<file path="src/rtl/merge_arbiter_sync.sv">
// merge_arbiter_sync: two-input packet merge with per-input holding slots, RR/priority grant and saturating delivery counters
//   CLK, MR                      clock, synchronous active-high reset
//   Send_in_EX/IN, PACKET_IN_*   producer valid level and packet
//   Ack_out_EX/IN                one-cycle capture acknowledge
//   Send_out, PACKET_OUT, SRC_OUT merged output (held until Ack_in), source 0=EX 1=IN
//   Ack_in                       downstream accept
//   CNT_EX, CNT_IN               saturating delivered-packet counters
module merge_arbiter_sync #(
    parameter int WIDTH         = 38,
    parameter int PRIORITY_MODE = 0,
    parameter int CNT_W         = 16
) (
    input  logic             CLK,
    input  logic             MR,
    input  logic             Send_in_EX,
    input  logic [WIDTH-1:0] PACKET_IN_EXTERNAL,
    output logic             Ack_out_EX,
    input  logic             Send_in_IN,
    input  logic [WIDTH-1:0] PACKET_IN_INTERNAL,
    output logic             Ack_out_IN,
    output logic             Send_out,
    output logic [WIDTH-1:0] PACKET_OUT,
    input  logic             Ack_in,
    output logic             SRC_OUT,
    output logic [CNT_W-1:0] CNT_EX,
    output logic [CNT_W-1:0] CNT_IN
);
    localparam logic [0:0] IDLE = 1'b0;
    localparam logic [0:0] SEND = 1'b1;

    logic [0:0]       state;
    logic [WIDTH-1:0] slot_ex, slot_in;
    logic             full_ex, full_in, last_in;
    logic             cap_ex, cap_in, gnt_in, load, done;

    // The Ack cycle blocks recapture of a still-asserted Send level
    assign cap_ex   = Send_in_EX && !full_ex && !Ack_out_EX;
    assign cap_in   = Send_in_IN && !full_in && !Ack_out_IN;
    assign done     = (state == SEND) && Ack_in;
    assign load     = (full_ex || full_in) && ((state == IDLE) || Ack_in);
    // On a tie IN wins in priority mode, otherwise whoever was not granted last
    assign gnt_in   = full_in && (!full_ex || (PRIORITY_MODE != 0) || !last_in);
    assign Send_out = (state == SEND);

    always_ff @(posedge CLK) begin
        if (MR) begin
            state      <= IDLE;
            slot_ex    <= '0;
            slot_in    <= '0;
            full_ex    <= 1'b0;
            full_in    <= 1'b0;
            last_in    <= 1'b1;
            Ack_out_EX <= 1'b0;
            Ack_out_IN <= 1'b0;
            PACKET_OUT <= '0;
            SRC_OUT    <= 1'b0;
            CNT_EX     <= '0;
            CNT_IN     <= '0;
        end else begin
            Ack_out_EX <= cap_ex;
            Ack_out_IN <= cap_in;
            if (cap_ex) begin
                slot_ex <= PACKET_IN_EXTERNAL;
                full_ex <= 1'b1;
            end else if (load && !gnt_in) begin
                full_ex <= 1'b0;
            end
            if (cap_in) begin
                slot_in <= PACKET_IN_INTERNAL;
                full_in <= 1'b1;
            end else if (load && gnt_in) begin
                full_in <= 1'b0;
            end
            if (done && !SRC_OUT)
                CNT_EX <= (CNT_EX == '1) ? CNT_EX : CNT_EX + 1'b1;
            if (done && SRC_OUT)
                CNT_IN <= (CNT_IN == '1) ? CNT_IN : CNT_IN + 1'b1;
            if (load) begin
                PACKET_OUT <= gnt_in ? slot_in : slot_ex;
                SRC_OUT    <= gnt_in;
                last_in    <= gnt_in;
                state      <= SEND;
            end else if (done) begin
                state      <= IDLE;
            end
        end
    end
endmodule

</file>
<file path="config.mk">
export PLATFORM = sky130hd
export DESIGN_NAME = merge_arbiter_sync
export DESIGN_NICKNAME = d
export VERILOG_FILES = /design/src/rtl/merge_arbiter_sync.sv
export SDC_FILE = /design/constraint.sdc
export NUM_CORES = 1
export LEC_CHECK = 0
export BUFFER_PORTS_ARGS = -buffer_cell sky130_fd_sc_hd__buf_4
export CAP_MARGIN = 25
export CORE_MARGIN = 4
export CORE_UTILIZATION = 56
export DETAILED_ROUTE_END_ITERATION = 6
export GPL_TIMING_DRIVEN = 0
export PLACE_DENSITY_LB_ADDON = 0.12
export SLEW_MARGIN = 20
export SYNTH_ARGS = -nofsm -noshare
export SYNTH_HDL_FRONTEND = slang
export SYNTH_SLANG_ARGS = --single-unit
</file>
<file path="constraint.sdc">
create_clock -name CLK -period 2.55 [get_ports CLK]
set_input_delay 0.51 -clock CLK [delete_from_list [all_inputs] [get_ports CLK]]
set_output_delay 0.51 -clock CLK [all_outputs]
set_load 0.1 [all_outputs]
</file>
### Word level (Yosys, flattened, before mapping)

Index checks and enable logic that the tools add are counted.
W data, S select, Z words.

* add/subtract/negate cells: 2
* $mul: 0
* div/mod/pow operators: 0
* $lt $le $gt $ge: 0
* equality and inequality tests: 2
* shifts and indexed selects: 0
* multiplexer cells: 7
* bitwise gates (word level): 3
* reduce and logical (&&, ||, !) cells: 26

Operators with widths (number)
* $mux W38: 1
* $add A16 B1 Y16 const B: 2
* $eq A16 B16 Y1 const B: 2
* $logic_and A1 B1 Y1: 11
* $logic_not A1 Y1: 7
* $mux W1: 6
* $reduce_bool A2 Y1: 3
* $reduce_and A2 Y1: 2
* $logic_or A1 B1 Y1: 3
* $not A1 Y1: 3

* bits in registers: 153
* latch bits: 0
* memory bits (writable): 0
* memory bits (read-only): 0
* bits of input ports: 81
* output and inout port bits: 74
* logic and storage cells: 52
* memories kept: 0

### Depth between registers and ports, before layout

* word-level depth: 7
* depth in mapped cells: 7

### Worst setup path after synthesis

Ideal clock, no wire load.

* path kind: reg-to-reg
* start: register CNT_IN[0]
* end: register CNT_IN[12]
* setup time: 128 ps
* data arrival time: 2353 ps
* required time: 2422 ps
* setup slack: 69 ps
* stages on the path, launching flop included: 7
* path buffers: 0
* period minus slack after synthesis: 2481 ps
* cell sequence: dfxtp_1 ha_1 nand3_1 or2_2 nor4_1 mux2i_1 nor2_1

* longest elaborated chain between the ends: 3

RTL lines
* from (decl): line 26 `output logic [CNT_W-1:0] CNT_IN`
* from (signal assigned): line 77 `CNT_IN <= (CNT_IN == '1) ? CNT_IN : CNT_IN + 1'b1;`
* branches (longest 3 deep; another with $add A16 B1 Y16)

Several ways; the timed one is not identified.
A chain may end at the register's enable or synchronous reset.

### Worst setup path in the final report

* start: register state (netlist: Send_out)
* end: register PACKET_OUT[27]

* longest elaborated chain between the ends: 3

RTL lines
* from (decl): line 31 `logic [0:0] state;`
* from (signal assigned): line 47 `state <= IDLE;`
* from (signal assigned): line 82 `state <= SEND;`
* from (signal assigned): line 84 `state <= IDLE;`
* $not A1 Y1: line 40 `assign load = (full_ex || full_in) && ((state == IDLE) || Ack_in);`
* $logic_or A1 B1 Y1: line 40
* $logic_and A1 B1 Y1: line 40
* to (signal assigned): line 79 `PACKET_OUT <= gnt_in ? slot_in : slot_ex;`
* to (decl): line 22 `output logic [WIDTH-1:0] PACKET_OUT,`

Every way passes these cells.

==> impl_metrics.csv <==
group,metric,value,unit
critical_path,critPathMaxFanout,10,
layout,final_cells,993,
timing,slew_headroom,51.5,%
global_route,first_global_vias,5709,
layout,fillers,734,
synth,postSynthCellCount,676,
route,drc_errors,0,
critical_path,r2r-start,"Send_out$_SDFFE_PP0P_",
timing,setup_viol,0,
synth,synth.distinct_cells,44,
route,vias_per_cell,5.77,
synth,yosysWarningCount,0,
synth,ys_seq_area_share,52.9,%
pwr,internal_power,4.36,mW
clock_tree,clk_pin_slew,0.06,ns
pwr,power_leakage,3.04,nW
layout,area_delta_synth_final,33.1,%
synth,synthFlopType,"dfxtp_1",
pwr,power,6.08,mW
clock_tree,htreeDepth,4,
synth,avgSynthCellArea,8.57,um^2
hold_path,hold_end,"slot_ex[12]$_SDFFE_PP0P_",
die,start_util,58.5,%
global_route,grt_pass1_wl,26800,um
route,drt_wl_total,16900,um
place,dp_slack,0.309,ns
clock_tree,post_cts_resized,0,
clock_tree,hold_buffers,0,
pwr,swShare,28.4,%
layout,drive_above_1_share,23.7,%
critical_path,worstSetupStartpointType,"register",
route,wl_per_cell,17.1,um
pwr,clkPwrFrac,41.6,%
hold_path,min-delay-start,"PACKET_IN_EXTERNAL[12]",
timing,fin_setup_tns,0,ns
timing,fin_crit,2.05,ns
die,rows,36,
route,num_vias,5725,
synth,yosys.area.top_type_share,52.9,%
synth,synthTopCellsByCount,"168 x nand2_1, 153 x dfxtp_1, 84 x a21oi_1",
timing,fin_crit_sh,80.6,%
global_route,grt_overflow,0,
pwr,powerDensity,789,nW/um^2
place,placedCellCount,962,
clock_tree,cts_made_buffers,17,
layout,nets,931,
global_route,antenna_found_initial,0,
global_route,grt_usage,28.6,%
timing,finClkSkew,0.00633,ns
die,fp.dieArea,12000,um^2
timing,hold_violations,0,
clock_tree,cts_sinks,153,
timing,fmax,487,MHz
hold_path,hold_depth,3,
critical_path,rr_endpoint,"PACKET_OUT[27]$_SDFFE_PP0N_",
hold_path,hp-class,"in2reg",
die,num_io_pins,155,
critical_path,worstPathArrival,2.44,ns
place,gp_congestion,0.838,
synth,synth_top_area_cell,"dfxtp_1",
die,die_w,110,um
critical_path,worstPathRequired,2.94,ns
die,die_h,110,um
synth,netlist_area,5790,um^2
clock_tree,clk_latency,0.52,ns
synth,netlist_top_cells_area,"dfxtp_1 53%, nand2_1 11%, a21oi_1 7.3%",
synth,async_flop_share,0,%
pwr,p_sw,1.73,mW
route,drt_iter0_markers,614,
route,ant_nets,0,
global_route,grt_max_degree,17,
run,cap_violations,0,
critical_path,end_kind,"register",
route,first_pass_iters,7,
clock_tree,tritoncts,"built",
layout,final_util,77.8,%
clock_tree,root_buffer,"clkbuf_8",
timing,fin_ws,0.495,ns
synth,synth_seq_cells,153,
critical_path,reg2reg_setup_slack,0.50,ns
die,design.core.area,9910,um^2
place,place_hpwl,11600,um
critical_path,crit_type,"reg2reg",
run_status,status,"finished, final reports clean",
clock_tree,clock_path_buffers,2,
pwr,sequentialPowerShare,42.8,%
timing,drv_slew,0,
critical_path,r2r_cells,7,
layout,n_antenna_cell,0,
synth,synth_edf_count,0,
place,port_buffers,153,
timing,grt_setup_unrepaired,"false",
synth,yosysMostFrequentCell,"nand2_1",
clock_tree,cts_setup_buffers,0,
pwr,power_frac_comb,15.6,%
timing,worst_pin_slew,0.720,ns
pwr,peakVddDrop,0.502,mV
synth,synth_fp_nets,759,
## worst max-delay path, cell delays in order, from the launching register on
cell      delay (ns)
dfxtp_1         0.43
nand2b_1        0.11
o21ai_1         0.31
nor2_1          0.12
buf_2           0.22
buf_1           0.30
a222oi_1        0.35
nor2_1          0.08
## per-stage QoR
stage          hold slack (ns)  area [um^2]
2_1_floorplan            0.436         5790
3_3_place_gp             0.442         7110
3_5_place_dp             0.446         7110
4_1_cts                  0.220         7710
5_1_grt                  0.220         7710
6_report                 0.228         7710
## registers in the layout, indices dropped and copies added, names as in the netlist
name / count
CNT_EX: 16
SRC_OUT: 1
full_ex: 1
Send_out: 1
Ack_out_IN: 1
last_in: 1
PACKET_OUT: 38
full_in: 1
slot_in: 38
slot_ex: 38
CNT_IN: 16
Ack_out_EX: 1
## cell type report
type / instances / area [um^2] / area share, %
timing repair buffer: 153 / 1150 / 14.9
tap: 133 / 166 / 2.16
inverter: 4 / 15.0 / 0.195
multi-input combinational: 471 / 2520 / 32.7
sequential: 153 / 3060 / 39.7
clock inverter: 10 / 141 / 1.83
buffer: 48 / 191 / 2.48
clock buffer: 21 / 459 / 5.96
## cells by family (layout without fill, tap and decap cells)
logic type / Yosys count / in the layout / synth area share (%)
AND/OR/NAND/NOR: 305 / 305 / 23.3
flip-flops: 153 / 153 / 52.9
AO/OA/AOI/OAI: 138 / 138 / 15.9
buffers and inverters: 52 / 236 / 3.56
XOR/XNOR: 24 / 24 / 3.63
adder cells (fa/ha/maj): 2 / 2 / 0.432
multiplexers: 2 / 2 / 0.346
## layer usage
| metal | GRT usage (%) | vias to the layer above | routed length, um |
|---|---|---|---|
| met1 | 33.6 | 2712 | 6350 |
| met5 | 0 | - | 0 |
| met4 | 10.6 | 0 | 335 |
| met3 | 6.52 | 43 | 1440 |
| met2 | 50.7 | 274 | 8810 |
| li1 | - | 2696 | - |
## power groups by stage
stage | Sequential [mW] | Clock, mW | Combinational [mW]
after floorplan | 2.92 | 0 | 0.347
after global placement | 2.64 | 0 | 0.909
after detailed placement | 2.65 | 0 | 0.930
after CTS | 2.60 | 2.54 | 0.940
after global routing | 2.62 | 2.64 | 1.01
final | 2.61 | 2.53 | 0.947
## layout by cell type (no fill, tap or decap), types with 6 or more instances in the layout
cell type and n:
nand2_1 168, buf_4 154, dfxtp_1 153, a21oi_1 84, nor2_1 76, clkbuf_1 44, a222oi_1 38, xnor2_1 24
clkbuf_16 16, nand3_1 12, nor3_1 11, nand4_1 6, nor4_1 6
## how the worst max path moves through the flow
stage | start | end | slack (ns) | cells past startpoint
6_report | Send_out$_SDFFE_PP0P_ | PACKET_OUT[27]$_SDFFE_PP0N_ | 0.50 | 7
5_1_grt | Send_out$_SDFFE_PP0P_ | PACKET_OUT[36]$_SDFFE_PP0N_ | 0.38 | 7
4_1_cts | Send_out$_SDFFE_PP0P_ | PACKET_OUT[36]$_SDFFE_PP0N_ | 0.56 | 7
3_5_place_dp | Ack_in | PACKET_OUT[32]$_SDFFE_PP0N_ | 0.31 | 8
3_3_place_gp | Ack_in | PACKET_OUT[34]$_SDFFE_PP0N_ | 0.38 | 8
2_1_floorplan | CNT_IN[0]$_SDFFE_PP0P_ | CNT_IN[12]$_SDFFE_PP0P_ | 0.07 | 6
No activity file was read; power rests on OpenSTA's default activity.
